File: config.mk
export PLATFORM = sky130hd
export DESIGN_NAME = iq_avg_bram_writer
export DESIGN_NICKNAME = d
export VERILOG_FILES = /design/src/rtl/iq_avg_bram_writer.sv
export SDC_FILE = /design/constraint.sdc
export NUM_CORES = 1
export LEC_CHECK = 0
export ABC_CLOCK_PERIOD_IN_PS = 4800
export BUFFER_PORTS_ARGS = -buffer_cell sky130_fd_sc_hd__buf_2
export CELL_PAD_IN_SITES_DETAIL_PLACEMENT = 0
export CELL_PAD_IN_SITES_GLOBAL_PLACEMENT = 2
export CORE_MARGIN = 5
export CORE_UTILIZATION = 38
export CTS_CLUSTER_SIZE = 12
export DETAILED_ROUTE_END_ITERATION = 16
export PLACE_DENSITY = 0.94
export SETUP_SLACK_MARGIN = 0.2
export SLEW_MARGIN = 10
export SYNTH_ARGS = -nofsm -noshare
export SYNTH_HDL_FRONTEND = slang
export SYNTH_SLANG_ARGS = --single-unit
export TNS_END_PERCENT = 50
File: constraint.sdc
create_clock -name clk -period 4.8 [get_ports clk]
set_input_delay 0.96 -clock clk [delete_from_list [all_inputs] [get_ports clk]]
set_output_delay 0.96 -clock clk [all_outputs]
set_load 0.005 [all_outputs]
File: src/rtl/iq_avg_bram_writer.sv
// Averages 2^LOG_AVG valid I/Q samples per word and writes NUM_WORDS words to BRAM port A (IQ_AVG_ROUND_EN: round half up + saturate).
// Write strobe one cycle after the group-completing sample; no backpressure, one sample per clock sustained.
module iq_avg_bram_writer #(
    parameter int LOG_AVG   = 8,
    parameter int NUM_WORDS = 1024
) (
    input  logic        clk,
    input  logic        rst,
    input  logic        arm,
    input  logic        valid_in,
    input  logic [15:0] i_in,
    input  logic [15:0] q_in,
    output logic        bram_we,
    output logic        bram_en_a,
    output logic [9:0]  bram_addr,
    output logic [31:0] bram_wr_data,
    output logic        busy,
    output logic        done
);

    localparam int AW = 16 + LOG_AVG;
    localparam int SW = AW + 1;
    localparam int CW = LOG_AVG + 1;
    localparam logic [CW-1:0] CNT_LAST  = CW'((2 ** LOG_AVG) - 1);
    localparam logic [9:0]    LAST_WORD = 10'(NUM_WORDS - 1);

    typedef enum logic [1:0] {IDLE, ACC, DONE} state_t;

    state_t                state_q;
    logic signed [AW-1:0]  acc_i_q, acc_q_q;
    logic [CW-1:0]         cnt_q;
    logic [9:0]            word_q;
    logic                  fin_q;
    logic                  bram_we_q;
    logic [9:0]            addr_q;
    logic [31:0]           data_q;
    logic                  busy_q;
    logic                  done_q;

    logic signed [SW-1:0]  sum_i_d, sum_q_d;
    logic [15:0]           avg_i_d, avg_q_d;

    assign sum_i_d = SW'(acc_i_q) + SW'($signed(i_in));
    assign sum_q_d = SW'(acc_q_q) + SW'($signed(q_in));

`ifdef IQ_AVG_ROUND_EN
    localparam logic signed [SW-1:0] RND  = SW'((2 ** LOG_AVG) >> 1);
    localparam logic signed [SW-1:0] MAXV = SW'(32767);
    localparam logic signed [SW-1:0] MINV = SW'(-32768);

    function automatic logic [15:0] sat16(input logic signed [SW-1:0] v);
        if (v > MAXV)      return 16'h7FFF;
        else if (v < MINV) return 16'h8000;
        else               return 16'(v);
    endfunction

    assign avg_i_d = sat16((sum_i_d + RND) >>> LOG_AVG);
    assign avg_q_d = sat16((sum_q_d + RND) >>> LOG_AVG);
`else
    // Floor of a sum of in-range samples is always in range, so plain truncation suffices.
    assign avg_i_d = 16'(sum_i_d >>> LOG_AVG);
    assign avg_q_d = 16'(sum_q_d >>> LOG_AVG);
`endif

    always_ff @(posedge clk) begin
        if (rst) begin
            state_q   <= IDLE;
            acc_i_q   <= '0;
            acc_q_q   <= '0;
            cnt_q     <= '0;
            word_q    <= '0;
            fin_q     <= 1'b0;
            bram_we_q <= 1'b0;
            addr_q    <= '0;
            data_q    <= '0;
            busy_q    <= 1'b0;
            done_q    <= 1'b0;
        end else begin
            bram_we_q <= 1'b0;
            if (fin_q) begin
                fin_q  <= 1'b0;
                busy_q <= 1'b0;
                done_q <= 1'b1;
            end
            // Arm overrides everything, including a coincident group-complete sample.
            if (arm) begin
                state_q <= ACC;
                acc_i_q <= '0;
                acc_q_q <= '0;
                cnt_q   <= '0;
                word_q  <= '0;
                fin_q   <= 1'b0;
                busy_q  <= 1'b1;
                done_q  <= 1'b0;
            end else if (state_q == ACC && valid_in) begin
                if (cnt_q == CNT_LAST) begin
                    acc_i_q   <= '0;
                    acc_q_q   <= '0;
                    cnt_q     <= '0;
                    bram_we_q <= 1'b1;
                    addr_q    <= word_q;
                    data_q    <= {avg_i_d, avg_q_d};
                    if (word_q == LAST_WORD) begin
                        state_q <= DONE;
                        fin_q   <= 1'b1;
                    end else begin
                        word_q <= word_q + 10'd1;
                    end
                end else begin
                    acc_i_q <= acc_i_q + AW'($signed(i_in));
                    acc_q_q <= acc_q_q + AW'($signed(q_in));
                    cnt_q   <= cnt_q + CW'(1);
                end
            end
        end
    end

    assign bram_we      = bram_we_q;
    assign bram_en_a    = bram_we_q;
    assign bram_addr    = addr_q;
    assign bram_wr_data = data_q;
    assign busy         = busy_q;
    assign done         = done_q;

endmodule

==> results by group, run 1 <==
Route
  – First-pass DRT Iterations: 4
  – Routed vias/inst: 5.12
  – Via count: 5350
  – First DRT Iteration DRCs: between 200 and 250
  – # DRC: 0
  – Wire per inst: 14.8 um
  – Routed Antenna Nets: 0
  – Routed WL: 15500 um

Finish
  – Fillers: 1635
  – # nets final: around 900
  – Commonest cells after routing, fill and taps aside: 115 x dfxtp_1, 111 x nand2_1, 81 x buf_2
  – Layout area overhead: 19.3%
  – Number of diodes: 0
  – Share of post-route cells with drive strength above 1: approximately 18%
  – Commonest non-fill, non-tap cell in the layout: dfxtp_1

CTS
  – Post-CTS sizing: 0
  – CTS tree: yes
  – CTS Root Buffer Type: clkbuf_16
  – CTS Hold Buffers Added: 0
  – CTS buffer count: 17
  – Setup Buffers After CTS: 0
  – Clk sinks: 115
  – Reg clk slew, reported paths: 0.05 ns
  – H-tree levels: 4
  – Clk_lat worst skew: 0.42 ns
  – Clock Path Buffers: 2

Timing
  – Post-Route Setup TNS: 0 ns
  – Setup slack after layout: about 1.6 ns
  – Fin crit period: around 3.2 ns
  – Max_slew headroom: 26.4%
  – Max-slew violations: 0
  – Count of final hold-check violations: 0
  – Layout Skew: 0.00602 ns
  – Tcrit/Tclk final: 65.8%
  – Worst-margin pin slew: 1.10 ns
  – RSZ-0062 raised after global routing: no
  – Setup Viol. Count Final: 0
  – Max Fclk: 316 MHz

Synth
  – Mapped cell area: 0.00628 mm2
  – Warnings, synthesis: 0
  – Average size of a mapped cell: around 8.5 um2
  – Ys async rst share: 0%
  – Top_reg_cell synth: dfxtp_1
  – Synth Register Bits: 115
  – Post-Synthesis Cells: 739
  – Post-synthesis sequential area ratio: 36.6%
  – Number of enable flip-flop cells after synthesis: 0
  – Net count after synthesis: around 830
  – Synth unique cells: 66

Critical path
  – Slowest cell delay on critical path: 0.41 ns
  – CP max-delay cell: fa_1
  – CP required: 5.11 ns
  – Worst Path Arrival: ~3.5 ns
  – Critical path class: in -> reg
  – CP delay by family, top: compound AO/OA/AOI/OAI gates
  – Critical path endpoint category: flip-flop
  – CP Launch Type: primary input
  – Crit-path cells: buf_2 -> ha_1 -> fa_1 -> a21oi_1 -> o21ai_1 -> a21oi_2 -> o211ai_2 -> nand3_1 -> a31oi_1 -> a311oi_2 -> nor4_1 -> a221o_1
  – WP buf/inv: 1
  – Critical path fanouts, max: 4

Hold path
  – Worst hold path type: reg -> reg

Placement
  – Final Wtd Congestion: 0.813
  – Port-buffer cells: 81
  – Detailed placer's ending HPWL: 10900 um
  – Pre-CTS WS: 1.22 ns

Floorplanning
  – Die Height: 139 um
  – Row Count: 47
  – Die area: 0.0192 mm2
  – I/O pin count: 82
  – Starting Density: 38.3%
  – Die W: about 140 um
  – Core box area: approximately 0.016 mm2

Power
  – P_int: 1.95 mW
  – Pwr Total: roughly 2.5 mW
  – Clock share of power: 52.8%
  – Peak supply drop: 0.000262 V
  – Flop pwr share: between 30% and 40%
  – Sw Pwr: slightly below 600 uW
  – Pwr per Cell Area: 338 mW/mm2
  – Leakage power total: around 3.2 nW
  – Sw frac: a little under a quarter
  – Combinational share of power: approximately 8.7%

Global routing
  – Total global routing overflow: 0
  – Total GRT Usage: roughly 17%
  – First-pass GRT wire length: 26300 um
  – Vias in the first global route: 5335
  – Initial antenna violation count: 0
  – Pin count of the biggest net entering global routing: 50

Flow run
  – Max cap viols: 0

Outcome
  – Status: complete, no violations
-- metrics by stage --
| step | cell area, um2 | cells | utilization [%] | hold WS, ns |
|---|---|---|---|---|
| after floorplan | 6280 | 739 | - | 0.411 |
| after global placement | 6880 | 1013 | 41.9 | 0.421 |
| after detailed placement | 6880 | 1013 | 41.9 | 0.427 |
| after CTS | 7500 | 1045 | 45.7 | 0.435 |
| after global routing | 7500 | 1045 | 45.7 | 0.463 |
| final | 7500 | 1045 | 45.7 | 0.437 |
-- flip-flops by register name (all words and copies together), names as in the netlist --
signal,flops
busy,1
bram_en_a,1
bram_addr,10
word_q,10
fin_q,1
bram_wr_data,32
acc_q_q,24
state_q,2
acc_i_q,24
cnt_q,9
done,1
-- power groups by stage --
stage / Combinational [mW] / Sequential, mW / Clock [mW]
2_1_floorplan: 0.159 / 0.995 / 0
3_3_place_gp: 0.220 / 0.996 / 0
3_5_place_dp: 0.220 / 0.996 / 0
4_1_cts: 0.221 / 0.976 / 1.36
5_1_grt: 0.247 / 0.977 / 1.41
6_report: 0.220 / 0.976 / 1.34
-- worst min-delay path, stage by stage (launching register included) --
cell and delay [ns]:
dfxtp_1 0.30, nand2_1 0.05, a41oi_1 0.04
-- area by class of cell --
cell class	count	area (um2)	share of cell area, %
Inverter	15	56.3	0.751
Tap cell	220	275	3.67
Sequential cell	115	2300	30.7
Multi-Input combinational cell	576	3800	50.6
Clock inverter	10	155	2.07
Clock buffer	22	464	6.19
Timing Repair Buffer	87	450	6.01
-- kinds of logic (layout without fill, tap and decap cells) --
kind of cell             after synthesis  count (layout)  synth area share (%)
flip-flops                           115             115                  36.6
adder cells (fa/ha/maj)               50              50                  10.2
AO/OA/AOI/OAI                        220             220                  23.6
multiplexers                           2               2                 0.319
XOR/XNOR                              56              56                  7.92
AND/OR/NAND/NOR                      248             248                  18.1
buffers and inverters                 48             134                  3.23
-- cells in the mapped netlist (3+ instances only) --
master      n  area (um2)
a22oi_1    19         143
buf_2       9        45.0
nand3_1    10        50.1
inv_1      15        56.3
nor3_1      7        35.0
nand2_1   111         417
a21o_1     21         158
a22o_1     20         175
a21oi_1    75         375
nand4_1     7        43.8
o21ai_0    22         110
dfxtp_1   115        2300
o21ai_1     6        30.0
a211oi_1    9        67.6
clkbuf_1   20        75.1
a21oi_2     8        70.1
nand2b_1    4        25.0
or2_2       3        18.8
ha_1       48         601
nor2b_1     5        31.3
o21bai_1    8        60.1
xor2_1     24         210
o21a_1      3        22.5
o21ai_2     3        26.3
and3_1     10        62.6
or3_1       5        31.3
nor2_1     68         255
a31oi_1     4        25.0
xnor2_1    31         272
o211ai_2    3        37.5
-- worst paths after layout --
check                           startpoint               end  slack (ns)  cells past startpoint
worst max-delay path               i_in[0]  bram_wr_data[30]        1.64                     12
worst min-delay path              cnt_q[8]          cnt_q[8]        0.44                      2
worst max register to register  acc_i_q[0]  bram_wr_data[30]        1.98                     11
worst min register to register    cnt_q[8]          cnt_q[8]        0.44                      2
-- per-layer routing --
layer | share of wire (%) | global-route usage (%)
met1 | 48 | 21.4
met2 | 47 | 27.3
met3 | 3.6 | 4.41
met4 | 1.4 | 5.20
met5 | 0 | 0
(Power assumes the default switching activity.)
==> run 2: changes to the inputs <==
Settings changed: ABC_CLOCK_PERIOD_IN_PS 4800 to 2700, CORE_UTILIZATION 38 to 32, PLACE_DENSITY 0.94 to 0.85.
Clock period 4.8 ns to 2.7 ns, I/O delays scaled along.
==> results by group, run 2 (synthesis results as in run 1) <==
Route
  – Via count: 5537 (was 5350)
  – Routed vias/inst: 4.81 (was 5.12)
  – Wire per inst: 14.5 um (was 14.8 um)
  – Routed WL: 16700 um (was 15500 um)
  – Routed Antenna Nets: 0 (unchanged)
  – # DRC: 0 (unchanged)
  – First-pass DRT Iterations: 4 (unchanged)
  – First DRT Iteration DRCs: 250 (was 247)

Timing
  – Setup slack after layout: 0.191 ns (was 1.64 ns)
  – Max-slew violations: 0 (unchanged)
  – Max_slew headroom: 68.9% (was 26.4%)
  – Worst Hold Slack: 0.442 ns (was 0.437 ns)
  – Layout Skew: 0.0106 ns (was 0.00602 ns)
  – RSZ-0062 raised after global routing: yes (was no)
  – Fin crit period: 2.51 ns
  – Tcrit/Tclk final: 92.9%
  – Setup Viol. Count Final: 0 (unchanged)
  – Worst-margin pin slew: 0.466 ns (was 1.10 ns)
  – Count of final hold-check violations: 0 (unchanged)
  – Post-Route Setup TNS: 0 ns (unchanged)
  – Max Fclk: 399 MHz

Power
  – Pwr Total: 4.51 mW (was 2.53 mW)
  – Peak supply drop: 0.000441 V (was 0.000262 V)
  – Combinational share of power: 10.6% (was 8.7%)
  – Flop pwr share: 38.5% (about the same)
  – Pwr per Cell Area: 543 mW/mm2 (was 338 mW/mm2)
  – Sw Pwr: 1.07 mW (was 588 uW)
  – Sw frac: 23.8% (was 23.2%)
  – P_int: 3.44 mW (was 1.95 mW)
  – Clock share of power: 50.9% (was 52.8%)
  – Leakage power total: 3.55 nW (was 3.25 nW)

Finish
  – Number of diodes: 0 (unchanged)
  – Cell area after layout: 0.00831 mm2 (was 0.00750 mm2)
  – Max reg flops: 32 (unchanged)
  – Cell Count, Final, Fillers Out: 1152 (was 1045)
  – Share of post-route cells with drive strength above 1: 28.0% (was 17.8%)
  – # nets final: 962 (was 898)
  – Layout area overhead: 32.3% (was 19.3%)
  – Commonest cells after routing, fill and taps aside: 111 x nand2_1, 109 x dfxtp_1, 81 x buf_2 (was 115 x dfxtp_1, 111 x nand2_1, 81 x buf_2)
  – Commonest non-fill, non-tap cell in the layout: nand2_1 (was dfxtp_1)
  – Fillers: 2021 (was 1635)
  – Fin util: 42.9% (was 45.7%)

Floorplanning
  – Die area: 0.0225 mm2 (was 0.0192 mm2)
  – Die W: 150 um (was 139 um)
  – Die Height: 150 um (was 139 um)
  – Core box area: 0.0194 mm2 (was 0.0164 mm2)
  – Starting Density: 32.4% (was 38.3%)
  – Row Count: 51 (was 47)
  – I/O pin count: 82 (unchanged)

Critical path
  – Reg2reg end: acc_i_q[22] (was bram_wr_data[30])
  – Worst setup startpoint: acc_i_q[0] (was i_in[0])
  – Critical path class: reg -> reg (was in -> reg)
  – Worst Path Arrival: 2.79 ns (was 3.46 ns)
  – Critical path destination: acc_i_q[22] (was bram_wr_data[30])
  – Critical path fanouts, max: 3 (was 4)
  – CP Launch Type: flip-flop (was primary input)
  – R2R setup slack: 0.19 ns (was 1.98 ns)
  – Critical path endpoint category: flip-flop (unchanged)
  – CP required: 2.98 ns (was 5.11 ns)
  – R2r startpoint: acc_i_q[0] (unchanged)
  – R2R depth: 12 (was 11)

CTS
  – CTS buffer count: 17 (unchanged)
  – Clk sinks: 115 (unchanged)
  – CTS tree: yes (unchanged)
  – CTS Root Buffer Type: clkbuf_16 (unchanged)
  – Reg clk slew, reported paths: 0.05 ns (about the same)
  – Clock Path Buffers: 2 (unchanged)
  – H-tree levels: 4 (unchanged)
  – Clk_lat worst skew: 0.41 ns (was 0.42 ns)
  – CTS Hold Buffers Added: 0 (unchanged)

Placement
  – Pre-CTS WS: -0.166 ns (was 1.22 ns)
  – Cells after DPL: 1109 (was 1013)
  – Port-buffer cells: 81 (unchanged)
  – Final Wtd Congestion: 0.808 (was 0.813)
  – DP Area: 0.00739 mm2 (was 0.00688 mm2)
  – Detailed placer's ending HPWL: 11800 um (was 10900 um)

Hold path
  – Worst hold path type: reg -> reg (unchanged)

Global routing
  – Total global routing overflow: 0 (unchanged)
  – First-pass GRT wire length: 27100 um (was 26300 um)
  – Pin count of the biggest net entering global routing: 47 (was 50)
  – Total GRT Usage: 15.1% (was 16.6%)
  – Vias in the first global route: 5299 (was 5335)
  – Initial antenna violation count: 0 (unchanged)

Flow run
  – Max cap viols: 0 (unchanged)

Outcome
  – Status: complete, no violations (unchanged)
## run 2: cell count changes in the layout (fill, tap and decap cells not counted), sizes merged
| cell | before | now |
|---|---|---|
| clkinvlp | 2 | 4 |
| clkinv | 4 | 2 |
| buf | 87 | 151 |
| clkbuf | 22 | 21 |
| bufinv | 4 | 3 |
## run 2: worst max-delay path, stage by stage, from the launching register on
cell      delay [ns]
dfxtp_2         0.33
ha_4            0.16
fa_2            0.34
a21oi_2         0.18
o21ai_2         0.10
a21oi_2         0.17
o211ai_2        0.14
nand3_1         0.10
a31oi_2         0.11
a311oi_2        0.35
buf_4           0.18
xor2_1          0.14
o21ai_1         0.07
## run 2: timing repair
item / in CTS / in global routing
pin swaps: 6 / 28
buffers inserted: 10 / 3
endpoints found under the setup margin: 5 / 35
resized for setup: 2 / 39
## run 2: cell type report
class | instances | area (um2) | area share [%]
multi-input combinational | 576 | 4070 | 48.9
sequential | 115 | 2310 | 27.8
timing repair buffer | 151 | 947 | 11.4
clock buffer | 21 | 470 | 5.66
tap | 265 | 332 | 3.99
clock inverter | 9 | 130 | 1.57
inverter | 15 | 56.3 | 0.677
## run 2: how the worst min path moves through the flow
stage                            end              from  depth (start not counted)
floorplan                   cnt_q[8]          cnt_q[8]                          2
global placement            cnt_q[8]          cnt_q[8]                          2
detailed placement          cnt_q[8]          cnt_q[8]                          2
CTS                         cnt_q[8]          cnt_q[8]                          2
global route        bram_wr_data[23]  bram_wr_data[23]                          2
finish                      cnt_q[8]          cnt_q[8]                          2
## run 2: routing by layer
layer	share of wire (%)	track usage [%]	wire length, um	vias up
li1	-	-	-	2906
met1	50	21.2	8380	2540
met2	45	23.3	7570	76
met3	2.9	2.86	478	15
met4	1.6	5.12	259	0
met5	0	0	0	-
## run 2: power by group through the flow
stage	clock, mW	combinational [mW]	sequential [mW]
after global routing	2.44	0.531	1.74
after floorplan	0	0.286	1.77
after CTS	2.36	0.451	1.74
after detailed placement	0	0.442	1.77
after global placement	0	0.440	1.77
final	2.30	0.477	1.74
